==> src/rtl/ctrl_pkg.sv <==
// Shared encodings for the multi-cycle MIPS controller: FSM states, opcodes,
// function codes and PC source selects.
package ctrl_pkg;

    typedef enum logic [2:0] {
        ST_FETCH  = 3'd0,
        ST_DECODE = 3'd1,
        ST_EXEC   = 3'd2,
        ST_MEM    = 3'd3,
        ST_WB     = 3'd4
    } state_t;

    localparam logic [5:0] OP_R   = 6'h00;
    localparam logic [5:0] OP_J   = 6'h02;
    localparam logic [5:0] OP_JAL = 6'h03;
    localparam logic [5:0] OP_BEQ = 6'h04;
    localparam logic [5:0] OP_BNE = 6'h05;
    localparam logic [5:0] OP_LW  = 6'h23;
    localparam logic [5:0] OP_SW  = 6'h2B;

    localparam logic [5:0] FN_JR  = 6'h08;
    localparam logic [5:0] FN_SLL = 6'h00;
    localparam logic [5:0] FN_SRL = 6'h02;
    localparam logic [5:0] FN_SRA = 6'h03;
    localparam logic [5:0] FN_SLLV = 6'h04;
    localparam logic [5:0] FN_SRLV = 6'h06;
    localparam logic [5:0] FN_SRAV = 6'h07;

    localparam logic [1:0] PC_SEQ    = 2'd0;
    localparam logic [1:0] PC_BRANCH = 2'd1;
    localparam logic [1:0] PC_JUMP   = 2'd2;
    localparam logic [1:0] PC_REG    = 2'd3;

    function automatic logic is_shift(input logic [5:0] fn);
        return (fn == FN_SLL) || (fn == FN_SRL) || (fn == FN_SRA) ||
               (fn == FN_SLLV) || (fn == FN_SRLV) || (fn == FN_SRAV);
    endfunction

endpackage

==> src/rtl/controller_decode.sv <==
// Combinational level decode of the latched instruction; no state, no strobes.
module controller_decode
    import ctrl_pkg::*;
(
    input  logic [5:0] op,
    input  logic [5:0] funct,
    output logic       reg_dst,
    output logic       alu_src,
    output logic       i_format,
    output logic       sftmd,
    output logic       jr,
    output logic       jmp,
    output logic       jal,
    output logic       branch,
    output logic       nbranch,
    output logic [1:0] alu_op,
    output logic       lw,
    output logic       sw,
    output logic       reg_write_en
);

    logic r_type;
    logic i_type;

    always_comb begin
        r_type   = (op == OP_R);
        jmp      = (op == OP_J);
        jal      = (op == OP_JAL);
        branch   = (op == OP_BEQ);
        nbranch  = (op == OP_BNE);
        lw       = (op == OP_LW);
        sw       = (op == OP_SW);
        jr       = r_type && (funct == FN_JR);
        sftmd    = r_type && is_shift(funct);
        // Anything that is neither R-type nor a jump is treated as I-type.
        i_type   = !r_type && !jmp && !jal;
        alu_src  = i_type && !branch && !nbranch;
        i_format = i_type && !branch && !nbranch && !lw && !sw;
        reg_dst  = r_type;
        alu_op   = {r_type || i_format, branch || nbranch};
        reg_write_en = (r_type || lw || jal || i_format) && !jr;
    end

endmodule

==> src/rtl/multicycle_controller_io.sv <==
// Multi-cycle FSM controller: sequences FETCH/DECODE/EXEC/MEM/WB and steers
// loads/stores to memory (fixed latency) or IO (ready handshake with timeout).
module multicycle_controller_io
    import ctrl_pkg::*;
#(
    parameter int ADDR_HIGH_W = 22,
    parameter logic [ADDR_HIGH_W-1:0] IO_MATCH = {ADDR_HIGH_W{1'b1}},
    parameter int MEM_LAT    = 1,
    parameter int IO_TIMEOUT = 15
) (
    input  logic                   clock,
    input  logic                   reset_n,
    input  logic [5:0]             Opcode,
    input  logic [5:0]             Function_opcode,
    input  logic [ADDR_HIGH_W-1:0] Alu_resultHigh,
    input  logic                   io_ready,
    output logic                   ir_write,
    output logic                   pc_write,
    output logic                   pc_write_cond,
    output logic [1:0]             pc_src,
    output logic                   RegDST,
    output logic                   ALUSrc,
    output logic                   I_format,
    output logic                   Sftmd,
    output logic                   Jr,
    output logic                   Jmp,
    output logic                   Jal,
    output logic                   Branch,
    output logic                   nBranch,
    output logic [1:0]             ALUOp,
    output logic                   RegWrite,
    output logic                   MemRead,
    output logic                   MemWrite,
    output logic                   IORead,
    output logic                   IOWrite,
    output logic                   MemorIOtoReg,
    output logic                   io_err,
    output logic [2:0]             state
);

    localparam int CNT_MAX = (MEM_LAT > IO_TIMEOUT) ? MEM_LAT : IO_TIMEOUT;
    localparam int CNT_W   = $clog2(CNT_MAX + 1);
    localparam logic [CNT_W-1:0] CNT_SAT  = CNT_W'(CNT_MAX);
    localparam logic [CNT_W-1:0] MEM_LAST = CNT_W'(MEM_LAT - 1);
    localparam logic [CNT_W-1:0] IO_LAST  = CNT_W'(IO_TIMEOUT - 1);

    state_t           state_q, state_d;
    logic [5:0]       op_q, funct_q;
    logic [CNT_W-1:0] cnt_q;
    logic             is_io_q, io_err_q;
    logic             io_timeout;
    logic             lw, sw, reg_write_en;

    controller_decode u_decode (
        .op           (op_q),
        .funct        (funct_q),
        .reg_dst      (RegDST),
        .alu_src      (ALUSrc),
        .i_format     (I_format),
        .sftmd        (Sftmd),
        .jr           (Jr),
        .jmp          (Jmp),
        .jal          (Jal),
        .branch       (Branch),
        .nbranch      (nBranch),
        .alu_op       (ALUOp),
        .lw           (lw),
        .sw           (sw),
        .reg_write_en (reg_write_en)
    );

    always_ff @(posedge clock or negedge reset_n) begin
        if (!reset_n) begin
            state_q  <= ST_FETCH;
            op_q     <= '0;
            funct_q  <= '0;
            cnt_q    <= '0;
            is_io_q  <= 1'b0;
            io_err_q <= 1'b0;
        end else begin
            state_q <= state_d;
            if (state_q == ST_DECODE) begin
                op_q    <= Opcode;
                funct_q <= Function_opcode;
            end
            if (state_q == ST_EXEC && (lw || sw)) begin
                cnt_q   <= '0;
                is_io_q <= (Alu_resultHigh == IO_MATCH);
            end else if (state_q == ST_MEM && cnt_q != CNT_SAT) begin
                cnt_q <= cnt_q + CNT_W'(1);
            end
            if (io_timeout) io_err_q <= 1'b1;
        end
    end

    always_comb begin
        state_d       = ST_FETCH;
        ir_write      = 1'b0;
        pc_write      = 1'b0;
        pc_write_cond = 1'b0;
        pc_src        = PC_SEQ;
        RegWrite      = 1'b0;
        MemRead       = 1'b0;
        MemWrite      = 1'b0;
        IORead        = 1'b0;
        IOWrite       = 1'b0;
        MemorIOtoReg  = 1'b0;
        io_timeout    = 1'b0;
        // Strobes are forced low while reset is held, not just after the edge.
        if (reset_n) begin
            case (state_q)
                ST_FETCH: begin
                    ir_write = 1'b1;
                    pc_write = 1'b1;
                    pc_src   = PC_SEQ;
                    state_d  = ST_DECODE;
                end
                ST_DECODE: begin
                    // Opcode is being latched this cycle, so branch on the live value.
                    if (Opcode == OP_J) begin
                        pc_write = 1'b1;
                        pc_src   = PC_JUMP;
                        state_d  = ST_FETCH;
                    end else if (Opcode == OP_JAL) begin
                        pc_write = 1'b1;
                        pc_src   = PC_JUMP;
                        state_d  = ST_WB;
                    end else begin
                        state_d  = ST_EXEC;
                    end
                end
                ST_EXEC: begin
                    if (Branch || nBranch) begin
                        pc_write_cond = 1'b1;
                        pc_src        = PC_BRANCH;
                        state_d       = ST_FETCH;
                    end else if (Jr) begin
                        pc_write = 1'b1;
                        pc_src   = PC_REG;
                        state_d  = ST_FETCH;
                    end else if (lw || sw) begin
                        state_d  = ST_MEM;
                    end else begin
                        state_d  = ST_WB;
                    end
                end
                ST_MEM: begin
                    if (!is_io_q) begin
                        MemRead  = lw;
                        MemWrite = sw;
                        if (cnt_q >= MEM_LAST) state_d = lw ? ST_WB : ST_FETCH;
                        else                   state_d = ST_MEM;
                    end else begin
                        IORead  = lw;
                        IOWrite = sw;
                        if (io_ready) begin
                            state_d = lw ? ST_WB : ST_FETCH;
                        end else if (cnt_q >= IO_LAST) begin
                            io_timeout = 1'b1;
                            state_d    = ST_FETCH;
                        end else begin
                            state_d = ST_MEM;
                        end
                    end
                end
                ST_WB: begin
                    RegWrite     = reg_write_en;
                    MemorIOtoReg = lw;
                    state_d      = ST_FETCH;
                end
                default: state_d = ST_FETCH;
            endcase
        end
    end

    assign io_err = io_err_q;
    assign state  = state_q;

endmodule

==> config.mk <==
export PLATFORM = sky130hd
export DESIGN_NAME = multicycle_controller_io
export DESIGN_NICKNAME = d
export VERILOG_FILES = /design/src/rtl/ctrl_pkg.sv /design/src/rtl/controller_decode.sv /design/src/rtl/multicycle_controller_io.sv
export SDC_FILE = /design/constraint.sdc
export NUM_CORES = 1
export LEC_CHECK = 0
export CORE_UTILIZATION = 37
export DETAILED_ROUTE_END_ITERATION = 8
export PLACE_DENSITY = 0.78
export SLEW_MARGIN = 25
export SYNTH_ARGS = -nofsm -noshare
export SYNTH_HDL_FRONTEND = slang
export SYNTH_SLANG_ARGS = --single-unit
==> constraint.sdc <==
create_clock -name clock -period 1.45 [get_ports clock]
set_input_delay 0.29 -clock clock [delete_from_list [all_inputs] [get_ports clock]]
set_output_delay 0.29 -clock clock [all_outputs]
set_load 0.1 [all_outputs]
==> reports/results.tsv, run 1 <==
metric	value	unit
outcome	stopped before the end	
Stop stage	global routing (5_1_grt)	
Halt Reason	[ERROR GRT-0232] Routing congestion too high. Check the congestion heatmap in the GUI.	
post-synth net total	186	
Warnings, synthesis	0	
Post-Syn Area	1320	um2
cell taking the most area after synthesis	dfrtp_1	
CTS Buf Count	3	
Worst EP kind	output port	
H-tree levels	1	
all-layer global routing usage	77.6	%
GR Overflow Total	71	
Post-Syn Instances	147	
EDFF count, synth	0	
sequential share of the synthesized area	40.0	%
most used flip-flop cell after synthesis	dfrtp_1	
pin count of the biggest net entering global routing	16	
row count	21	
Placed Cells	295	
clock sink total	21	
port bufs	62	
largest cells by area after synthesis	dfrtp_1, mux2_2, nor2_1, nand4_1, nor3_1	
die height	61.6	um
post-synthesis cell type count	42	
share of the synthesized area in the top cell type	40.0	%
clock root cell	clkbuf_4	
#FFs+latches synth	21	
Clock Tree Buf Depth	2	
CTS Hold Bufs	0	
Boundary Pins	63	
worst setup endpoint GRT	pc_src[1]	
Die W	61.6	um
Starting Density	39.1	%
ys async rst share	100	%
Final GP Congestion	0.900	
synthesized area per cell	8.95	um2
DP HPWL	4450	um
==> metal layers <==
layer  overflow  global-route usage (%)
met4         41                    97.1
met3          0                    54.8
met2         30                    96.6
met5          0                    10.0
met1          0                    73.6
==> stage by stage <==
| step | TNS [ns] | area, um2 | worst slack [ns] | hold WS [ns] |
|---|---|---|---|---|
| CTS | -14.29 | 3070 | -0.774 | 0.314 |
| detailed placement | -8.76 | 2880 | -0.538 | 0.532 |
| global placement | -7.12 | 2880 | -0.386 | 0.528 |
| floorplan | -14.77 | 1640 | -0.986 | -0.00559 |
==> logic make-up after synthesis <==
logic type,Yosys count,share of synthesized area [%]
flops,21,40.0
xor+xnor,3,2.00
fa+ha+maj,2,1.90
compound gates,20,10.3
mux,11,9.32
simple gates,77,31.8
buf+inv,13,4.76
==> synth_stat cells (all sizes together), types with 2 or more instances <==
master and instances:
ha 2, nand4 8, inv 8, xnor2 2, a21oi 5, mux2 10
dfrtp 21, o21ai 5, nand2 13, nor3b 2, and3 4, nor2 17
nand3 7, nand3b 3, buf 4, nor3 10, nor4 2, nor2b 3
nand2b 2, o21bai 2
==> repair_timing <==
item | CTS
endpoints found under the setup margin | 40
gates cloned | 0
pin swaps | 16
buffers inserted | 5
resized for setup | 29
==> run 2, diff against run 1 <==
--- a/config.mk
+++ b/config.mk
@@ -5,9 +5,9 @@
 export SDC_FILE = /design/constraint.sdc
 export NUM_CORES = 1
 export LEC_CHECK = 0
-export CORE_UTILIZATION = 37
+export CORE_UTILIZATION = 30
 export DETAILED_ROUTE_END_ITERATION = 8
-export PLACE_DENSITY = 0.78
+export PLACE_DENSITY_LB_ADDON = 0.15
 export SLEW_MARGIN = 25
 export SYNTH_ARGS = -nofsm -noshare
 export SYNTH_HDL_FRONTEND = slang
==> constraint.sdc (replaced) <==
create_clock -name clock -period 1.9 [get_ports clock]
set_input_delay 0.38 -clock clock [delete_from_list [all_inputs] [get_ports clock]]
set_output_delay 0.38 -clock clock [all_outputs]
set_load 0.1 [all_outputs]
==> reports/results.tsv, run 2 <==
metric	value	unit	change
outcome	complete, but fails checks		was stopped before the end
failing checks	negative setup slack		
share of the synthesized area in the top cell type	40.0	%	unchanged
DRT Wirelength	4890	um	
sequential share of the synthesized area	40.0	%	unchanged
WS Path Type	reg -> out		
clock root cell	clkbuf_8		was clkbuf_4
most frequent cells in the layout	clkdlybuf4s50_1, buf_4, buf_12		
Finished Core Util	72.5	%	
most common cell in the netlist	dfrtp_1		unchanged
Starting Density	32.0	%	was 39.1%
vias in the first global route	1656		
VDD IR max	693	uV	
maxcap violations	0		
worst skew pair latency	0.27	ns	
TritonRoute pass-1 iters	4		
CTS Buf Count	3		unchanged
Filler Cell Count	288		
PnR worst setup slack	-0.268	ns	
Slew HR	76.9	%	
area of the multi-input gates	1070	um2	
CP arrival	1.79	ns	
minimum clock period	2.17	ns	
post-synth net total	186		unchanged
final hold violation count	0		
Final GP Congestion	0.833		was 0.900
worst min-delay path class	in -> async		
final setup violation count	21		
Post-Syn Area	1320	um2	unchanged
ys async rst share	100	%	unchanged
Final period util	114	%	
most used flip-flop cell after synthesis	dfrtp_1		unchanged
Power Dens Cells	1100	nW/um2	
CTS clock-pin slew for the worst setup and hold paths	0.08	ns	
Least-Margin Pin Slew	0.344	ns	
RSZ-0062 raised after global routing	yes		
GR Overflow Total	0		
Vias	1572		
post-synthesis cell type count	42		unchanged
cell taking the most area after synthesis	dfrtp_1		unchanged
global-route wire length before repair	7640	um	
post-DR vias/cell	5.26		
H-tree levels	1		unchanged
WHS	0.444	ns	
port bufs	62		unchanged
most common cell after layout, fill and taps aside	clkdlybuf4s50_1		
# diodes	0		
initial antenna violation count	0		
post-route DRC violation count	0		
Post-Syn Instances	147		unchanged
setup_tns	-3.12	ns	
row count	23		was 21
EDFF count, synth	0		unchanged
CP endpoint kind	output pin		
Critical Path Fanout Max	2		
Die W	68.2	um	was 61.6 um
layout cells sized above 1	54.2	%	
crit-path cells	or3b_4 > a21oi_4 > nand2_4 > a21boi_4 > buf_12		
Warnings, synthesis	0		unchanged
ANT nets after route	0		
placed inst area	2670	um2	was 2880 um2
largest cells by area after synthesis	dfrtp_1, mux2_2, nor2_1, nand4_1, nor3_1		unchanged
all-layer global routing usage	22.7	%	
routed wire length per instance	16.4	um	
synthesized area per cell	8.95	um2	unchanged
Startpoint Class	flop		
CTS tree	yes		
Fmax	461	MHz	
DP HPWL	3590	um	was 4450 um
biggest regs	funct_q: 6 flops, op_q: 6 flops, cnt_q: 4 flops		
clock sink total	21		unchanged
Leak	1.21	nW	
Die ar.	4650	um2	
1st-iter DRT viols	55		
die height	68.2	um	was 61.6 um
Core Area	4120	um2	
Boundary Pins	63		unchanged
Final Power	3.29	mW	
post-route cell area	2980	um2	
synthesis-to-finish area growth	127	%	
Slowest Stage Delay on Critical Path	0.48	ns	
number of nets in the layout	289		
worst clock skew	0.00421	ns	
max-slew violation count	0		
#FFs+latches synth	21		unchanged
Critical Path RT	1.52	ns	
Post-synth top cells	dfrtp_1, nor2_1, nand2_1, mux2_2, nor3_1		unchanged
Seq. cell area	542	um2	
slowest stage cell on the critical path	dfrtp_4		
Clock Tree Buf Depth	2		unchanged
pin count of the biggest net entering global routing	16		
==> run 2: cell counts after synthesis <==
Identical to the previous run, type by type.
==> run 2: logic make-up after synthesis <==
family | Yosys count | share of synthesized area (%)
AO/OA/AOI/OAI | 20 | 10.3
XOR/XNOR | 3 | 2.00
adder cells (fa/ha/maj) | 2 | 1.90
buffers and inverters | 13 | 4.76
flip-flops | 21 | 40.0
multiplexers | 11 | 9.32
AND/OR/NAND/NOR | 77 | 31.8
==> run 2: routing by layer <==
layer,up-vias,share of wire (%),track usage [%]
met5,-,0,0
met4,0,2.8,9.64
met2,68,55,42.6
met1,752,35,24.6
met3,15,6.8,4.17
li1,737,-,-
==> run 2: area by class of cell <==
type | count | share of cell area [%]
multi-input cells | 113 | 35.8
clock buffers | 3 | 1.38
inverters | 8 | 1.26
flip-flops and latches | 21 | 18.2
well taps | 50 | 2.10
repair buffers | 103 | 41.1
clock inverters | 1 | 0.168
==> run 2: metrics by stage <==
stage,setup WS (ns),cells
2_1_floorplan,-0.626,147
3_3_place_gp,-0.134,282
3_5_place_dp,-0.140,282
4_1_cts,-0.256,296
5_1_grt,-0.324,299
6_report,-0.268,299
==> run 2: report_power, final <==
part / switching [mW] / internal, mW
Sequential: 0.271 / 0.633
Clock: 0.160 / 0.147
Combinational: 1.14 / 0.945
==> run 2: what timing repair did <==
action / CTS / global route
cloned: 0 / 0
buffers inserted: 10 / 3
endpoints found under the setup margin: 21 / 22
hold buffers: 0 / 0
gates resized for setup: 30 / 8
pin swaps: 15 / 7
==> run 2: final timing paths <==
| check | cells past startpoint | slack [ns] | start | end |
|---|---|---|---|---|
| max | 5 | -0.27 | state[0] | pc_src[1] |
| min | 2 | 0.44 | reset_n | state[1] |
| max reg2reg | 6 | 0.11 | op_q[4] | state[2] |
| min reg2reg | 1 | 0.51 | io_err | io_err |
| max in group asynchronous | 3 | 1.13 | reset_n | op_q[5] |
| min in group clock | 1 | 0.51 | io_err | io_err |
==> run 2: critical path, delay by kind of cell (launching register included) <==
kind                   cells  cell delay (ns)
buffers and inverters      1             0.19
flip-flops                 1             0.48
AO/OA/AOI/OAI              2             0.33
AND/OR/NAND/NOR            2             0.52
Note: power is estimated with default switching activity, not from simulation.
==> run 3, diff against run 2 <==
--- a/config.mk
+++ b/config.mk
@@ -8,7 +8,7 @@
 export CORE_UTILIZATION = 30
 export DETAILED_ROUTE_END_ITERATION = 8
 export PLACE_DENSITY_LB_ADDON = 0.15
-export SLEW_MARGIN = 25
+export SLEW_MARGIN = 20
 export SYNTH_ARGS = -nofsm -noshare
 export SYNTH_HDL_FRONTEND = slang
 export SYNTH_SLANG_ARGS = --single-unit
==> constraint.sdc (replaced) <==
create_clock -name clock -period 1.75 [get_ports clock]
set_input_delay 0.35 -clock clock [delete_from_list [all_inputs] [get_ports clock]]
set_output_delay 0.35 -clock clock [all_outputs]
set_load 0.1 [all_outputs]
==> reports/results.tsv, run 3 (same netlist as run 2, synthesis figures left out) <==
metric	value	unit	change
crit-path cells	nor4b_2 > nand4_1 > clkinvlp_4 > nand2_4 > a21boi_4 > buf_12		was or3b_4 > a21oi_4 > nand2_4 > a21boi_4 > buf_12
Starting Density	32.0	%	unchanged
CTS Buf Count	3		unchanged
final setup violation count	23		was 21
VDD IR max	764	uV	was 693 uV
most frequent cells in the layout	clkdlybuf4s50_1, buf_4, buf_12		unchanged
Power Dens Cells	1220	nW/um2	was 1100 nW/um2
CP arrival	1.82	ns	was 1.79 ns
Comb power frac	66.6	%	was 63.2%
layout cells sized above 1	58.6	%	was 54.2%
most common cell after layout, fill and taps aside	clkdlybuf4s50_1		unchanged
Critical Path RT	1.40	ns	was 1.52 ns
row count	23		unchanged
worst min-delay path class	in -> async		unchanged
Boundary Pins	63		unchanged
H-tree levels	1		unchanged
Crit. path cell count	6		was 5
NetSw	1.84	mW	was 1.57 mW
Startpoint Class	flop		unchanged
failing checks	negative setup slack		unchanged
global-route wire length before repair	8110	um	was 7640 um
post-DR vias/cell	5.25		was 5.26
DRT Wirelength	5470	um	was 4890 um
all-layer global routing usage	23.9	%	was 22.7%
TritonRoute pass-1 iters	4		unchanged
Flop pwr share	24.7	%	was 27.5%
number of nets in the layout	301		was 289
Final period util	124	%	
CP bufs+invs	2		was 1
pin count of the biggest net entering global routing	16		unchanged
post-route DRC violation count	0		unchanged
clock sink total	21		unchanged
clock power share	8.7	%	was 9.3%
Core Area	4120	um2	unchanged
Worst R2R Path Depth	11		was 6
PnR worst setup slack	-0.416	ns	was -0.268 ns
maxcap violations	0		unchanged
Critical Path Fanout Max	2		unchanged
die height	68.2	um	unchanged
Leak	1.29	nW	was 1.21 nW
synthesis-to-finish area growth	142	%	was 127%
GR Overflow Total	0		unchanged
Vias	1634		was 1572
DP HPWL	3730	um	was 3590 um
RSZ-0062 raised after global routing	yes		unchanged
vias in the first global route	1656		unchanged
Slowest Stage Delay on Critical Path	0.39	ns	was 0.48 ns
# diodes	0		unchanged
worst clock skew	0.00847	ns	was 0.00421 ns
max-slew violation count	0		unchanged
delay-heaviest family, CP	simple AND/OR/NAND/NOR gates		unchanged
CTS tree	yes		unchanged
Slew HR	73.1	%	was 76.9%
slowest stage cell on the critical path	dfrtp_1		was dfrtp_4
Fmax	462	MHz	
outcome	complete, but fails checks		unchanged
final hold violation count	0		unchanged
CP endpoint kind	output pin		unchanged
worst skew pair latency	0.27	ns	about the same
Internal	2.03	mW	was 1.72 mW
clock root cell	clkbuf_8		unchanged
sw frac	47.5	%	was 47.6%
CTS clock-pin slew for the worst setup and hold paths	0.09	ns	was 0.08 ns
Die ar.	4650	um2	unchanged
routed wire length per instance	17.6	um	was 16.4 um
WS Path Type	reg -> out		unchanged
Die W	68.2	um	unchanged
Filler Cell Count	243		was 288
Finished Core Util	77.2	%	was 72.5%
initial antenna violation count	0		unchanged
ANT nets after route	0		unchanged
port bufs	62		unchanged
Final GP Congestion	0.850		was 0.833
CTS Hold Bufs	0		unchanged
biggest regs	funct_q: 6 flops, op_q: 6 flops, cnt_q: 4 flops		unchanged
Least-Margin Pin Slew	0.400	ns	was 0.344 ns
1st-iter DRT viols	111		was 55
Clock Tree Buf Depth	2		unchanged
minimum clock period	2.17	ns	
dpl ws	-0.270	ns	was -0.140 ns
## run 3: final cells by class
| cell class | count | area (um2) | share of cell area (%) |
|---|---|---|---|
| inverter | 8 | 41.3 | 1.30 |
| sequential | 21 | 542 | 17.1 |
| tap | 50 | 62.6 | 1.97 |
| clock buffer | 3 | 41.3 | 1.30 |
| timing repair buffer | 115 | 1360 | 42.8 |
| multi-input combinational | 113 | 1130 | 35.4 |
| clock inverter | 1 | 5.00 | 0.158 |
## run 3: repair_timing
action / in CTS / in global routing
hold endpoints to repair: 0 / 0
setup endpoints to repair: 23 / 27
pin swaps: 20 / 14
gates resized for setup: 39 / 16
setup buffers: 18 / 7
## run 3: per-stage QoR
| step | instances | TNS, ns | cell area [um2] | power, mW | hold WS [ns] |
|---|---|---|---|---|---|
| 2_1_floorplan | 147 | -7.23 | 1590 | 2.14 | 0.0544 |
| 3_3_place_gp | 287 | -1.76 | 2740 | 2.93 | 0.499 |
| 3_5_place_dp | 287 | -2.06 | 2740 | 3.01 | 0.498 |
| 4_1_cts | 309 | -5.52 | 3100 | 3.71 | 0.421 |
| 5_1_grt | 311 | -7.11 | 3180 | 4.03 | 0.415 |
| 6_report | 311 | -6.10 | 3180 | 3.87 | 0.412 |
## run 3: final timing paths
kind / from / endpoint / slack [ns]
setup / recovery: funct_q[2] / pc_src[1] / -0.42
hold / removal: reset_n / io_err / 0.41
setup reg to reg: state[2] / state[2] / -0.29
hold reg to reg: funct_q[2] / funct_q[2] / 0.54
max in group asynchronous: reset_n / state[2] / 0.91
min in group clock: funct_q[2] / funct_q[2] / 0.54
## run 3: per-layer routing
| layer | up-vias | wire length (um) | track usage (%) | part of all wire (%) |
|---|---|---|---|---|
| met2 | 75 | 2990 | 43.0 | 55 |
| met4 | 0 | 95 | 9.38 | 1.7 |
| met3 | 9 | 385 | 4.83 | 7.0 |
| met5 | - | 0 | 0 | 0 |
| met1 | 795 | 1990 | 27.4 | 36 |
| li1 | 755 | - | - | - |
## run 3: power by group through the flow
| stage | logic (mW) | registers (mW) | clock network, mW |
|---|---|---|---|
| final | 2.58 | 0.955 | 0.336 |
| after detailed placement | 2.12 | 0.889 | 0 |
| after global placement | 2.06 | 0.870 | 0 |
| after floorplan | 1.18 | 0.959 | 0 |
| after global routing | 2.69 | 0.976 | 0.358 |
| after CTS | 2.45 | 0.921 | 0.334 |
